### src/rtl/coin_acceptor.sv
// Coin intake for the vending machine money path: accumulates credit against a
// latched price and keeps a per-denomination coin inventory.
module coin_acceptor #(
    parameter logic [7:0] MAX_CREDIT = 8'd250,
    parameter logic [3:0] STOCK_INIT = 4'd5
) (
    input  logic       clock,
    input  logic       reset,
    input  logic       start,
    input  logic [7:0] price,
    input  logic       coin_valid,
    input  logic [1:0] coin_type,
    input  logic       cancel,
    input  logic       done_change_maker,
    input  logic [3:0] half_dollar,
    input  logic [3:0] quarter,
    input  logic [3:0] dime,
    input  logic [3:0] nickel,
    output logic [7:0] credit,
    output logic [7:0] change_back,
    output logic       done_money_in,
    output logic [3:0] is_there_coin,
    output logic       coin_rejected,
    output logic       busy
);
    localparam int unsigned NUM_DENOM = 4;

    typedef enum logic [1:0] {IDLE, COLLECT, PAID} state_t;

    state_t     state;
    logic [7:0] price_q;
    logic       dcm_q;
    logic [3:0] stock     [NUM_DENOM];
    logic [3:0] dispensed [NUM_DENOM];
    logic [7:0] coin_val;
    logic [8:0] sum;
    logic       coin_ok;
    logic [7:0] new_credit;
    logic       dcm_rise;

    always_comb begin
        case (coin_type)
            2'd0:    coin_val = 8'd5;
            2'd1:    coin_val = 8'd10;
            2'd2:    coin_val = 8'd25;
            default: coin_val = 8'd50;
        endcase
    end

    assign dispensed[0] = nickel;
    assign dispensed[1] = dime;
    assign dispensed[2] = quarter;
    assign dispensed[3] = half_dollar;

    // 9-bit sum so the ceiling check cannot wrap
    assign sum        = 9'(credit) + 9'(coin_val);
    assign coin_ok    = coin_valid && (sum <= 9'(MAX_CREDIT)) && (stock[coin_type] != 4'hF);
    assign new_credit = coin_ok ? sum[7:0] : credit;
    assign dcm_rise   = done_change_maker && !dcm_q;

    always_comb begin
        is_there_coin = '0;
        for (int i = 0; i < NUM_DENOM; i++) begin
            is_there_coin[i] = (stock[i] != 4'd0);
        end
    end

    always_ff @(posedge clock) begin
        if (reset) begin
            state         <= IDLE;
            price_q       <= '0;
            dcm_q         <= 1'b0;
            credit        <= '0;
            change_back   <= '0;
            done_money_in <= 1'b0;
            coin_rejected <= 1'b0;
            busy          <= 1'b0;
            for (int i = 0; i < NUM_DENOM; i++) begin
                stock[i] <= STOCK_INIT;
            end
        end else begin
            dcm_q         <= done_change_maker;
            coin_rejected <= 1'b0;
            case (state)
                IDLE: begin
                    coin_rejected <= coin_valid;
                    if (start && (price != 8'd0) && (price <= MAX_CREDIT)) begin
                        price_q <= price;
                        busy    <= 1'b1;
                        state   <= COLLECT;
                    end
                end
                COLLECT: begin
                    coin_rejected <= coin_valid && !coin_ok;
                    credit        <= new_credit;
                    if (coin_ok) begin
                        stock[coin_type] <= stock[coin_type] + 4'd1;
                    end
                    // cancel takes the coin of the same cycle into the refund
                    if (cancel) begin
                        if (new_credit != 8'd0) begin
                            change_back   <= new_credit;
                            done_money_in <= 1'b1;
                            state         <= PAID;
                        end else begin
                            busy  <= 1'b0;
                            state <= IDLE;
                        end
                    end else if (coin_ok && (new_credit >= price_q)) begin
                        change_back   <= new_credit - price_q;
                        done_money_in <= 1'b1;
                        state         <= PAID;
                    end
                end
                PAID: begin
                    coin_rejected <= coin_valid;
                    if (dcm_rise) begin
                        for (int i = 0; i < NUM_DENOM; i++) begin
                            stock[i] <= (stock[i] >= dispensed[i]) ? stock[i] - dispensed[i] : 4'd0;
                        end
                        credit        <= '0;
                        change_back   <= '0;
                        done_money_in <= 1'b0;
                        busy          <= 1'b0;
                        state         <= IDLE;
                    end
                end
                default: state <= IDLE;
            endcase
        end
    end
endmodule

### config.mk
export PLATFORM = sky130hd
export DESIGN_NAME = coin_acceptor
export DESIGN_NICKNAME = d
export VERILOG_FILES = /design/src/rtl/coin_acceptor.sv
export SDC_FILE = /design/constraint.sdc
export NUM_CORES = 1
export LEC_CHECK = 0
export ABC_CLOCK_PERIOD_IN_PS = 6600
export CAP_MARGIN = 20
export CORE_MARGIN = 10
export CORE_UTILIZATION = 56
export DETAILED_ROUTE_END_ITERATION = 10
export PLACE_DENSITY = 0.82
export RECOVER_POWER = 50
export SLEW_MARGIN = 20
export SYNTH_ARGS = -nofsm -noshare
export SYNTH_HDL_FRONTEND = slang
export SYNTH_SLANG_ARGS = --single-unit
### constraint.sdc
create_clock -name clock -period 6.6 [get_ports clock]
set_input_delay 0.66 -clock clock [delete_from_list [all_inputs] [get_ports clock]]
set_output_delay 0.66 -clock clock [all_outputs]
set_load 0.05 [all_outputs]
==> run_results.csv <==
group,metric,value,unit
cells_and_area,design_area,4530,µm²
setup_path,crit_fanout,9,
sta,tns,0,ns
sta,setup_violations,0,
yosys,ys_async_sr_fraction,0,%
power,p_comb_share,57.0,%
power,netSwitchingFraction,45.5,%
cells_and_area,fillers,563,
yosys,synth_area_leaders,"dfxtp_1 (16%), ha_1 (13%), edfxtp_1 (12%), mux2i_1 (5.7%), inv_1 (5.1%)",
die,dieWidth,103,µm
sta,slew_violations,0,
cts,cts_tree,"done",
yosys,ys_types,63,
setup_path,end_kind,"flop",
power,leakage,1.97,nW
drt,wl_met2,4.90,mm
min_path,min_path_cells,2,
die,fp.dieArea,10600,µm²
drt,antenna_left,0,
run,cap_violations,0,
grt,grt_pass1_wl,16.5,mm
yosys,syn_inst,441,
place,hpwl,7.99,mm
cts,hold_buffers,0,
die,design.core.area,6760,µm²
drt,wl_met1,4.04,mm
setup_path,ff2ff_setup_slack,1.57,ns
die,start_util,57.0,%
cells_and_area,fin_cells,576,
die,rows,30,
cts,cts_buffers,5,
power,ir_drop,185,µV
drt,wl_met3,666,µm
cells_and_area,diodes,0,
yosys,yosysTopAreaCell,"dfxtp_1",
drt,dr.pass1.iters,5,
yosys,ys_seq_area_share,28.1,%
power,p_total,1.31,mW
sta,max_freq,164,MHz
place,place_inst,568,
sta,hold_violations,0,
cells_and_area,nets,572,
cts,max-clock-path-buffers,2,
drt,drt_iter0_drc,186,
drt,dr.max_layer_used,"met4",
cts,clock_sinks,46,
cts,htree_levels,2,
drt,via_count,3500,
die,pin_count,55,
yosys,avgSynthCellArea,8.74,µm²
setup_path,reg2reg_from,"credit[0]$_SDFFE_PP0P_",
cts,cts_setup_buffers,0,
power,clkPwrFrac,12.9,%
sta,rsz0062_at_grt,"false",
die,die_h,103,µm
yosys,synth.net_count,518,
drt,viasPerCell,6.08,
yosys,synth_edf_count,16,
place,placed_cell_area,4470,µm²
cells_and_area,utilization,67.1,%
setup_path,startpoint_type,"input port",
grt,grt_overflow,0,
yosys,ys.warnings.count,0,
outcome,outcome,"finished, final reports clean",
sta,finClkSkew,0.0107,ns
power,intPower,0.712,mW
grt,grt_max_degree,28,
min_path,holdPathEnd,"change_back[1]$_SDFFE_PP0P_",
min_path,hold_class,"flop to flop",
power,p_per_area,288,nW/µm²
setup_path,r2r-end,"done_money_in$_SDFFE_PP0P_",
yosys,synth_flop_cell,"dfxtp_1",
grt,grtUsageTotal,19.2,%
yosys,ys_seq_elements,46,
power,power_frac_seq,30.1,%
cts,insertion_delay,0.30,ns
place,gp_congestion,0.979,
drt,wl_per_cell,17.0,µm
drt,drt-total-wl,9.81,mm
cts,clk_pin_slew_worst_paths,0.08,ns
setup_path,r2r.worst_path.cells,19,
place,place.port_buffers,54,
setup_path,required,6.79,ns
sta,period_needed,6.10,ns
cts,cts-root-buf,"clkbuf_8",
yosys,synth_area,3850,µm²
cells_and_area,layout-drive-gt1-share,6.05,%
drt,post-route-drc-count,0,
cts,cts-resized-gates,0,
grt,grt_pass1_vias,3522,
yosys,synth_top_area_share,15.6,%
sta,fin_crit_sh,92.4,%
min_path,holdCritStartpoint,"change_back[1]$_SDFFE_PP0P_",
sta,worstMarginPinSlew,1.23,ns
cells_and_area,syn_to_final_growth,17.7,%
power,p_switching,0.595,mW
grt,antenna_found_initial,0,
setup_path,path_class,"input port to flop",
sta,slew_headroom,18.3,%
setup_path,arrival,6.29,ns
## final cells by class
type	instances	area (µm²)	area share, %
clock buffer	5	68.8	1.52
clock inverter	3	16.3	0.359
inverter	52	195	4.31
multi-input combinational	330	2500	55.1
sequential	46	1080	23.8
tap	80	100	2.21
timing repair buffer	60	574	12.7
## synth_stat cells (2+ instances only)
master,count
a2111oi_0,2
a211o_1,2
a21o_1,15
a21oi_1,19
a22oi_1,8
a311oi_1,2
a31oi_1,4
buf_6,2
clkbuf_1,9
dfxtp_1,30
edfxtp_1,16
fa_1,6
ha_1,39
inv_1,52
mux2_2,3
mux2_4,2
mux2i_1,22
mux4_2,3
nand2_1,24
nand2b_1,4
nand3_1,13
nand4_1,8
nor2_1,49
nor2b_1,4
nor3_1,7
nor4_1,4
o211ai_1,10
o21a_1,6
o21ai_0,20
o31ai_1,3
or2_2,3
or3_1,2
or4_1,4
xnor2_1,12
xor2_1,4
## registers in the layout, indices dropped and copies added (netlist names)
signal	flops
dcm_q	1
credit	8
state	2
busy	1
coin_rejected	1
change_back	8
price_q	8
stock	16
done_money_in	1
## cells in the final DEF, fill, tap and decap left out, types with 12 or more instances in the layout
cell type	netlist	final
a21o_1	15	15
a21oi_1	19	19
clkdlybuf4s50_1	0	30
dfxtp_1	30	30
dlygate4sd3_1	0	24
edfxtp_1	16	16
ha_1	39	39
inv_1	52	52
mux2i_1	22	22
nand2_1	24	24
nand3_1	13	13
nor2_1	49	49
o21ai_0	20	20
xnor2_1	12	12
## metal layers
metal  GRT usage (%)  vias up
met5               0        -
met4            5.88        0
met3            3.42       19
met2            34.3      134
met1            22.8     1641
li1                -     1706
## power by group through the flow
| stage | registers, mW | logic, mW | clock network (mW) |
|---|---|---|---|
| after global routing | 0.401 | 0.815 | 0.181 |
| after detailed placement | 0.402 | 0.748 | 0 |
| after floorplan | 0.485 | 0.460 | 0 |
| after CTS | 0.395 | 0.755 | 0.171 |
| final | 0.394 | 0.744 | 0.169 |
| after global placement | 0.401 | 0.734 | 0 |
## how the worst max path moves through the flow
stage,cells past startpoint,start,slack [ns],endpoint
global placement,21,coin_type[1],0.48,done_money_in$_SDFFE_PP0P_
global route,23,coin_type[1],0.05,change_back[2]$_SDFFE_PP0P_
detailed placement,21,coin_type[1],0.29,done_money_in$_SDFFE_PP0P_
finish,21,coin_type[1],0.50,done_money_in$_SDFFE_PP0P_
CTS,21,coin_type[1],0.58,done_money_in$_SDFFE_PP0P_
floorplan,24,coin_type[0],1.0,done_money_in$_SDFFE_PP0P_
## cells by family (layout without fill, tap and decap cells)
group                      after synthesis  in the layout  synth area share [%]
and+or+nand+nor                        129            129                  15.9
adders and majority gates               45             45                  15.8
xor gates and xnor gates                16             16                  3.64
muxes                                   31             31                  9.48
buffers and inverters                   65            120                  6.85
AOI/OAI and AO/OA                      109            109                  20.2
DFF                                     46             46                  28.1
## per-stage QoR
step	worst slack [ns]	hold WS, ns
after floorplan	0.995	0.463
after global placement	0.480	0.454
after detailed placement	0.286	0.457
after CTS	0.584	0.470
after global routing	0.0488	0.476
final	0.500	0.462
## critical path, cell delays in order
cell	delay [ns]
clkdlybuf4s50_1	0.58
ha_1	0.33
or2_2	0.30
ha_1	0.41
a21o_1	0.18
a21oi_1	0.08
a211o_1	0.30
a2111o_1	0.51
o31a_1	0.34
mux2_4	0.24
inv_1	0.04
ha_1	0.19
fa_1	0.39
nand2b_1	0.18
a21oi_1	0.15
o21ai_0	0.12
a31oi_1	0.20
o311ai_1	0.16
a21oi_1	0.34
nand2_2	0.25
mux2_2	0.32
Power figures use the tool's default switching activity.
